**config.mk**
```make
export PLATFORM = sky130hd
export DESIGN_NAME = gemm_tile_loader
export DESIGN_NICKNAME = d
export VERILOG_FILES = /design/src/rtl/gemm_pkg.sv /design/src/rtl/loader_row_fifo.sv /design/src/rtl/gemm_tile_loader.sv
export SDC_FILE = /design/constraint.sdc
export NUM_CORES = 1
export LEC_CHECK = 0
export CAP_MARGIN = 5
export CORE_ASPECT_RATIO = 0.75
export CORE_MARGIN = 1.5
export CORE_UTILIZATION = 56
export DETAILED_ROUTE_END_ITERATION = 6
export GPL_ROUTABILITY_DRIVEN = 0
export PLACE_DENSITY = 0.87
export SETUP_SLACK_MARGIN = 0.3
export SYNTH_ARGS = -nofsm -noshare
export SYNTH_HDL_FRONTEND = slang
export SYNTH_SLANG_ARGS = --single-unit
```
**constraint.sdc**
```tcl
create_clock -name clk -period 23.7 [get_ports clk]
set_input_delay 7.11 -clock clk [delete_from_list [all_inputs] [get_ports clk]]
set_output_delay 7.11 -clock clk [all_outputs]
set_load 0.02 [all_outputs]
```
**src/rtl/gemm_pkg.sv**
```systemverilog
// gemm_pkg: shared types and constants for the GEMM tile loader.
//   LANES / D_WID / ROW_W : row geometry and counter width
//   row_t                 : one scratchpad row, lane 0 = lowest byte address
//   loader_state_e        : loader FSM encoding
//   clamp_bytes()         : limits a requested byte count to one row
package gemm_pkg;

    localparam int unsigned LANES = 16;
    localparam int unsigned D_WID = 8;
    localparam int unsigned ROW_W = 5;

    typedef logic [LANES-1:0][D_WID-1:0] row_t;

    typedef enum logic [1:0] {
        IDLE  = 2'd0,
        ISSUE = 2'd1,
        DRAIN = 2'd2,
        DONE  = 2'd3
    } loader_state_e;

    function automatic logic [ROW_W-1:0] clamp_bytes(input logic [ROW_W-1:0] b);
        return (b > ROW_W'(LANES)) ? ROW_W'(LANES) : b;
    endfunction

endpackage

```
**src/rtl/loader_row_fifo.sv**
```systemverilog
// loader_row_fifo: 2-entry FIFO of {row, last} used by the tile loader.
// Ports:
//   clk, rst              clock, asynchronous active-high reset
//   push, push_data/last  write one entry
//   pop                   drop the head entry
//   head_data, head_last  current head entry (stale when empty)
//   count, full, empty    occupancy
module loader_row_fifo
    import gemm_pkg::*;
(
    input  logic       clk,
    input  logic       rst,
    input  logic       push,
    input  row_t       push_data,
    input  logic       push_last,
    input  logic       pop,
    output row_t       head_data,
    output logic       head_last,
    output logic [1:0] count,
    output logic       full,
    output logic       empty
);

    row_t       data_q [2];
    logic       last_q [2];
    logic       wr_ptr_q;
    logic       rd_ptr_q;
    logic [1:0] count_q;

    always_ff @(posedge clk or posedge rst) begin
        if (rst) begin
            data_q[0] <= '0;
            data_q[1] <= '0;
            last_q[0] <= 1'b0;
            last_q[1] <= 1'b0;
            wr_ptr_q  <= 1'b0;
            rd_ptr_q  <= 1'b0;
            count_q   <= 2'd0;
        end else begin
            if (push) begin
                data_q[wr_ptr_q] <= push_data;
                last_q[wr_ptr_q] <= push_last;
                wr_ptr_q         <= ~wr_ptr_q;
            end
            if (pop) begin
                rd_ptr_q <= ~rd_ptr_q;
            end
            count_q <= count_q + {1'b0, push} - {1'b0, pop};
        end
    end

    assign head_data = data_q[rd_ptr_q];
    assign head_last = last_q[rd_ptr_q];
    assign count     = count_q;
    assign full      = (count_q == 2'd2);
    assign empty     = (count_q == 2'd0);

    // The loader's credit rule must make these unreachable.
    a_no_overflow:  assert property (@(posedge clk) disable iff (rst) !(push && full && !pop));
    a_no_underflow: assert property (@(posedge clk) disable iff (rst) !(pop && empty));

endmodule

```
**src/rtl/gemm_tile_loader.sv**
```systemverilog
// gemm_tile_loader: read master that walks a tile of rows out of the banked scratchpad
// and streams them on a valid/ready link.
// Ports:
//   clk, rst                 clock, asynchronous active-high reset
//   start                    1-cycle pulse, captures base_addr/row_stride/num_rows/row_bytes
//   busy, done               tile in progress / 1-cycle completion pulse
//   mem_en, mem_rdwr         scratchpad request (read only, rdwr tied 0)
//   mem_control, mem_addr    clamped byte count and row address
//   mem_rd_data              read data, valid 1 cycle after mem_en
//   out_valid/ready/data/last  row output stream
//   stall_cycles             only with LOADER_PERF_CNT_EN: backpressure stall counter
// Build option: define LOADER_PERF_CNT_EN to add the stall_cycles port and counter.
module gemm_tile_loader
    import gemm_pkg::*;
(
    input  logic                   clk,
    input  logic                   rst,
    input  logic                   start,
    input  logic [31:0]            base_addr,
    input  logic [31:0]            row_stride,
    input  logic [ROW_W-1:0]       num_rows,
    input  logic [ROW_W-1:0]       row_bytes,
    output logic                   busy,
    output logic                   done,
    output logic                   mem_en,
    output logic                   mem_rdwr,
    output logic [ROW_W-1:0]       mem_control,
    output logic [31:0]            mem_addr,
    input  logic [LANES*D_WID-1:0] mem_rd_data,
    output logic                   out_valid,
    input  logic                   out_ready,
    output logic [LANES*D_WID-1:0] out_data,
    output logic                   out_last
`ifdef LOADER_PERF_CNT_EN
    ,
    output logic [31:0]            stall_cycles
`endif
);

    loader_state_e    state_q, state_d;
    logic             start_q;        // accepted start, acted on the following cycle
    logic             zero_q;         // captured tile has no rows or no bytes
    logic [31:0]      addr_q;
    logic [31:0]      stride_q;
    logic [ROW_W-1:0] bytes_q;
    logic [ROW_W-1:0] issue_left_q;
    logic             inflight_q;
    logic             inflight_last_q;

    logic             accept_start;
    logic             issue_phase;
    logic             last_issue;
    logic [2:0]       occ;
    logic [2:0]       occ_after_pop;
    logic             pop_any;
    logic             fifo_push;
    logic             fifo_pop;
    row_t             fifo_head;
    logic             fifo_head_last;
    logic [1:0]       fifo_count;
    logic             fifo_full;
    logic             fifo_empty;

    assign accept_start = start && (state_q == IDLE) && !start_q;

    // Row 0 is issued in the cycle after start so the first row is out 2 cycles after start.
    assign issue_phase = (state_q == ISSUE) || ((state_q == IDLE) && start_q && !zero_q);
    assign last_issue  = (issue_left_q == ROW_W'(1));

    // Rows owed to the consumer: buffered plus the one returning from memory this cycle.
    assign occ           = {1'b0, fifo_count} + {2'b00, inflight_q};
    assign out_valid     = !fifo_empty || inflight_q;
    assign pop_any       = out_valid && out_ready;
    assign occ_after_pop = occ - {2'b00, pop_any};

    assign mem_en = issue_phase && (issue_left_q != '0) && (occ_after_pop < 3'd2);

    // Returning data bypasses the FIFO when it is empty and the consumer takes it now.
    assign fifo_pop  = pop_any && !fifo_empty;
    assign fifo_push = inflight_q && !(fifo_empty && out_ready);

    loader_row_fifo u_fifo (
        .clk       (clk),
        .rst       (rst),
        .push      (fifo_push),
        .push_data (mem_rd_data),
        .push_last (inflight_last_q),
        .pop       (fifo_pop),
        .head_data (fifo_head),
        .head_last (fifo_head_last),
        .count     (fifo_count),
        .full      (fifo_full),
        .empty     (fifo_empty)
    );

    always_comb begin
        out_data = '0;
        out_last = 1'b0;
        if (!fifo_empty) begin
            out_data = fifo_head;
            out_last = fifo_head_last;
        end else if (inflight_q) begin
            out_data = mem_rd_data;
            out_last = inflight_last_q;
        end
    end

    always_comb begin
        state_d = state_q;
        unique case (state_q)
            IDLE: begin
                if (start_q) begin
                    if (zero_q) begin
                        state_d = DONE;
                    end else if (mem_en && last_issue) begin
                        state_d = DRAIN;
                    end else begin
                        state_d = ISSUE;
                    end
                end
            end
            ISSUE: begin
                if (mem_en && last_issue) begin
                    state_d = DRAIN;
                end
            end
            DRAIN: begin
                if (occ_after_pop == 3'd0) begin
                    state_d = DONE;
                end
            end
            DONE: begin
                state_d = IDLE;
            end
            default: state_d = IDLE;
        endcase
    end

    always_ff @(posedge clk or posedge rst) begin
        if (rst) begin
            state_q         <= IDLE;
            start_q         <= 1'b0;
            zero_q          <= 1'b0;
            addr_q          <= '0;
            stride_q        <= '0;
            bytes_q         <= '0;
            issue_left_q    <= '0;
            inflight_q      <= 1'b0;
            inflight_last_q <= 1'b0;
        end else begin
            state_q         <= state_d;
            start_q         <= accept_start;
            inflight_q      <= mem_en;
            inflight_last_q <= mem_en && last_issue;
            if (accept_start) begin
                zero_q       <= (num_rows == '0) || (row_bytes == '0);
                addr_q       <= base_addr;
                stride_q     <= row_stride;
                bytes_q      <= clamp_bytes(row_bytes);
                issue_left_q <= num_rows;
            end else if (mem_en) begin
                addr_q       <= addr_q + stride_q;
                issue_left_q <= issue_left_q - ROW_W'(1);
            end
        end
    end

    assign busy        = start_q || (state_q == ISSUE) || (state_q == DRAIN);
    assign done        = (state_q == DONE);
    assign mem_rdwr    = 1'b0;
    assign mem_addr    = addr_q;
    assign mem_control = bytes_q;

    a_no_push_pop_full: assert property (@(posedge clk) disable iff (rst)
        !(fifo_push && fifo_pop && fifo_full));

`ifdef LOADER_PERF_CNT_EN
    logic [31:0] stall_q;

    always_ff @(posedge clk or posedge rst) begin
        if (rst) begin
            stall_q <= '0;
        end else if (accept_start) begin
            stall_q <= '0;
        end else if (busy && out_valid && !out_ready && (stall_q != '1)) begin
            stall_q <= stall_q + 32'd1;
        end
    end

    assign stall_cycles = stall_q;
`endif

endmodule
```
# ---- After elaboration in Yosys (flattened, before gate mapping)
# Index checks and enable logic that the tools add are counted.
dict set report classes {
  addsub 6
  n_lt_le_gt_ge 5
  eq_ne 7
  mux 27
  bitwise_logic 4
  n_reduce_logical 29
}
# cell count
set op_table {}
lappend op_table {{two-way mux 128 bit} 6}
lappend op_table {{bitwise mux 256 bit} 1}
lappend op_table {{demux 128 bit (select 1 bit)} 1}
lappend op_table {{two-way mux 32 bit} 2}
lappend op_table {{adder 32 bit} 1}
lappend op_table {{two-way mux 5 bit} 3}
lappend op_table {{logical AND 1 bit} 12}
lappend op_table {{zero test 5 bit} 2}
lappend op_table {{two-way mux 2 bit} 5}
lappend op_table {{one-hot mux 2 bit (4 select lines)} 1}
lappend op_table {{two-way mux 1 bit} 6}
lappend op_table {{== test 5 x 1 -> 1 bit, second input constant} 1}
lappend op_table {{greater-than comparator 5 bit, second input constant} 1}
lappend op_table {{logical OR 1 bit} 5}
lappend op_table {{nonzero test 5 bit} 1}
lappend op_table {{subtractor 5 x 1 -> 5 bit, second input constant} 1}
lappend op_table {{== test 2 bit, second input constant} 2}
lappend op_table {{greater-or-equal comparator 2 bit, second input constant} 2}
lappend op_table {{zero test 1 bit} 4}
lappend op_table {{zero test 2 bit} 2}
lappend op_table {{inequality test 2 bit, second input constant} 2}
lappend op_table {{inverter 1 -> 2 bit} 2}
lappend op_table {{adder 2 x 1 -> 3 bit} 1}
lappend op_table {{zero test 3 bit} 1}
lappend op_table {{12 further kinds} 13}
dict set report word_totals {
  regBits 342
  in_bits 206
  out_inout_bits 171
  elab_cells 124
}

# ---- Longest topological paths before layout
dict set report logic_depth {
  depth_word 12
  mapped_depth 15
}

# ---- Cells and area by module
# Synthesis repeated with hierarchy kept, for this count alone.
dict set report unflattened {
  hier_cells 1750
  area_unflattened_um2 18699.2
}
# mod n_inst cells_each area_each_um2 seq_area_each_um2
set modules_own_cells {}
lappend modules_own_cells {loader_row_fifo 1 704 11776.3 6556.3}
lappend modules_own_cells {gemm_tile_loader 1 1046 6922.9 2001.9}

# ---- Worst setup path before layout
# No wires, ideal clock.
dict set report synth_path {
  kind {input port to output port}
  start {input port out_ready}
  end {output port mem_en}
  t_arrival_ns 9.251
  setup_slack_ns 7.339
  stages 12
  path_cell_list {and2_1 -> ha_1 -> inv_1 -> ha_1 -> inv_1 -> fa_1 -> xnor2_1 -> nand2_1 -> a211o_1 -> clkbuf_1 -> inv_2 -> buf_1}
}
dict set report synth_between {
  elab_chain_cells 4
}
# item line_no
set synth_lines {}
lappend synth_lines {{from (decl)} gemm_tile_loader.sv:31} ;# input logic out_ready,
lappend synth_lines {{logical AND 1 bit} gemm_tile_loader.sv:73} ;# assign pop_any = out_valid && out_ready;
lappend synth_lines {{subtractor 3 x 1 -> 3 bit} gemm_tile_loader.sv:74} ;# assign occ_after_pop = occ - {2'b00, pop_any};
lappend synth_lines {{less-than comparator 3 x 2 -> 1 bit} gemm_tile_loader.sv:76} ;# assign mem_en = issue_phase && (issue_left_q != '0) && (occ_after_pop < 3'd2);
lappend synth_lines {{logical AND 1 bit} gemm_tile_loader.sv:76}
lappend synth_lines {{to (decl)} gemm_tile_loader.sv:25} ;# output logic mem_en,
# No other way between the ends.

# ---- Worst setup path in the final report
# Same ends and word-level chain as after synthesis.

==> metrics <==
status completed; total core area 31,300 sq um; GRT Total Usage 29.2%; antenna-violating nets left 0; compound-gate portion of the synthesized area 9.46%; Synth Area in XOR/XNOR 1.52%; mapped cell area 17,800 sq um; P_leak 9.97 nW; Power Density 163 nW/um^2; initial antenna violation count 3; largest family of logic cells by synthesized area multiplexers; IO buf count 375; fillers 2,114; Clk pin slew, worst setup/hold paths 0.06 ns; CP Capture Type output pin; Critical Path Start out_ready; final period demand of the worst path 17.56 ns; commonest non-fill, non-tap cells in the layout 375 x clkdlybuf4s50_1, 340 x dfrtp_1, 258 x mux2_2; nets 2,226; Gate power share 55.6%; Avg Cell Area, Syn 10.7 sq um; CTS tree yes; wl on met1 20,600 um; number of enable flip-flop cells after synthesis 0; chip height 157 um; largest net degree at the start of global routing 129; Initial Util 56.9%; Seq pwr share 28.6%; initial drt markers 1,034; CP required 16.59 ns; reg2reg start inflight_q$_DFF_PP0_; TritonCTS Buffers 35; Rows 56; syn nets 1,917; CP max FO 45; NetSw 1.55 mW; Final Hold Viols 0; Die Area 32,900 sq um; crit path DAT 10.45 ns; layout cells sized above 1 17.7%; Clock power frac 15.8%; internal power 2.19 mW; vias after detailed routing 14,287; grt ovf 0; DP Cell Count 2,345; RSZ-0062 raised after global routing false; Crit Path Class primary input to output pin; H-tree levels 2; DRT Pass-1 Iters 6; highest clock rate 0.0569 GHz; Slowest-stage cell, CP clkdlybuf4s50_1; Setup WS pre-CTS 6.14 ns; number of global-route vias before repair 14,630; Hold Path Origin mem_control[3]$_DFFE_PP0P_; unique cell type count in the Yosys netlist 64; delay-heaviest family, CP buffers and inverters; Max Slew Vio Count 0; Die Wd 209 um; Root Buffer clkbuf_16; HPWL after detailed placement 32,300 um; # DRC 0; Ports 377; post_cts resized 0; Detailed Route WL 48,700 um; Setup crit start kind primary input; clk_skew 0.0275 ns; commonest non-fill, non-tap cell in the layout clkdlybuf4s50_1; Area growth, synth to finish 29.0%; Syn Inst Count 1,667; CP Buf/Inv Count 6; Adder-Cell Fraction of Synth Area 3.17%; first-pass GRT wire length 77,200 um; Seq/Total Area, Yosys 48.0%; Slew headroom 22.7%; Top FF cell, synth dfrtp_1; Hold-fix buffers, CTS 0; top layer in use met4; Worst Tran Pin Value 1.16 ns; Finished Layout Cells 2,414; Synth Area in Simple Gates 10.7%; #FFs+latches synth 342; final worst-path cycle share 74.1%; Via density 5.92; delay of the slowest cell on the worst path 0.69 ns; crit-path cells clkdlybuf4s50_1 -> and2_1 -> ha_1 -> inv_1 -> ha_1 -> inv_1 -> fa_1 -> xnor2_1 -> nand2_1 -> a211o_1 -> buf_4 -> inv_2 -> clkdlybuf4s50_1; Final Setup Violations 0; deepest clock path buffer count 3; post-CTS setup repair buffer count 0; TNS Setup 0 ns; mux share of post-synthesis cell area 23.8%; maxcap violations 0; clk sink count 342; Routed WL per cell 20.2 um; worst min path class flop to flop; switching share of power 41.5%; Async S/R FF share, synth 100%; clock insertion delay at the later pin of the skew report 0.53 ns; VDD IR max 0.0932 mV; final worst slack 6.14 ns; met3 wire length 3420 um; Synth warnings 0; metal2 WL 22,400 um
## registers in the layout (all words and copies together), names as in the netlist
register         cells
u_fifo.data_q      256
mem_addr            32
stride_q            32
issue_left_q         5
mem_control          5
state_q              2
u_fifo.count         2
u_fifo.last_q        2
inflight_last_q      1
inflight_q           1
start_q              1
u_fifo.rd_ptr_q      1
u_fifo.wr_ptr_q      1
zero_q               1
## cell families (layout without fill, tap and decap cells)
| logic type | count (synthesis) | in the layout |
|---|---|---|
| flops | 342 | 342 |
| fa+ha+maj | 44 | 44 |
| compound gates | 301 | 301 |
| mux | 391 | 391 |
| xor+xnor | 31 | 31 |
| buf+inv | 141 | 475 |
| simple gates | 416 | 416 |
| other cells | 1 | 8 |
## cells in the mapped netlist (all sizes together), types with 4 or more instances
master	instances	area share [%]
dfrtp	342	48
mux2	258	16
o21ai	183	5.1
nand2	167	3.5
nand3	139	3.9
mux2i	133	7.5
clkbuf	89	2.0
a21oi	64	1.8
nor2	51	1.1
ha	42	2.9
buf	28	0.79
inv	23	0.48
xnor2	16	0.79
xor2	15	0.74
and3	11	0.39
a21o	10	0.42
a31oi	10	0.44
nor3	9	0.25
nand4	7	0.28
and2	6	0.23
a21boi	5	0.23
nand2b	5	0.18
nand3b	5	0.21
o21a	5	0.22
o22ai	5	0.21
a211oi	4	0.22
nor2b	4	0.14
nor4	4	0.18
or4	4	0.19
## cell type report
| cell class | count | area (sq um) | area share (%) |
|---|---|---|---|
| well taps | 406 | 508 | 2.21 |
| multi-input cells | 1184 | 8700 | 37.9 |
| flip-flops and latches | 342 | 8570 | 37.3 |
| repair buffers | 389 | 3860 | 16.8 |
| diodes | 7 | 17.5 | 0.0762 |
| clock buffers | 47 | 1010 | 4.40 |
| inverters | 24 | 97.6 | 0.425 |
| clock inverters | 15 | 220 | 0.958 |
## tightest hold or removal path, cell delays in order (launching register included)
cell,delay (ns)
dfrtp_1,0.34
nand2_1,0.05
nand2_1,0.05
## final timing paths
path	to	slack, ns	depth (start not counted)
min	mem_control[3]$_DFFE_PP0P_	0.47	2
max reg2reg	mem_addr[11]$_DFFE_PP0P_	19.53	14
min reg2reg	mem_control[3]$_DFFE_PP0P_	0.47	2
min in group asynchronous	u_fifo.data_q[231]$_DFFE_PP0P_	7.11	2
max	mem_en	6.14	13
max in group asynchronous	u_fifo.rd_ptr_q$_DFFE_PP0P_	14.94	3
## power by group through the flow
stage | clock network [mW] | registers [mW] | logic (mW)
floorplan | 0 | 1.03 | 1.34
global placement | 0 | 1.05 | 2.01
detailed placement | 0 | 1.07 | 2.06
CTS | 0.603 | 1.07 | 2.08
global route | 0.625 | 1.11 | 2.25
finish | 0.591 | 1.07 | 2.09
## routing by layer
metal	vias up	track usage (%)
met5	-	0
met4	0	13.0
met3	134	7.08
met2	494	46.6
met1	7096	37.9
li1	6563	-
## metrics by stage
| step | hold slack, ns | area, sq um | utilization (%) | power [mW] |
|---|---|---|---|---|
| 2_1_floorplan | 0.450 | 17800 | - | 2.38 |
| 3_3_place_gp | 0.455 | 21700 | 69.4 | 3.06 |
| 3_5_place_dp | 0.456 | 21700 | 69.4 | 3.14 |
| 4_1_cts | 0.468 | 23000 | 73.3 | 3.76 |
| 5_1_grt | 0.489 | 23000 | 73.3 | 3.98 |
| 6_report | 0.467 | 23000 | 73.4 | 3.75 |
(Power assumes the default switching activity.)
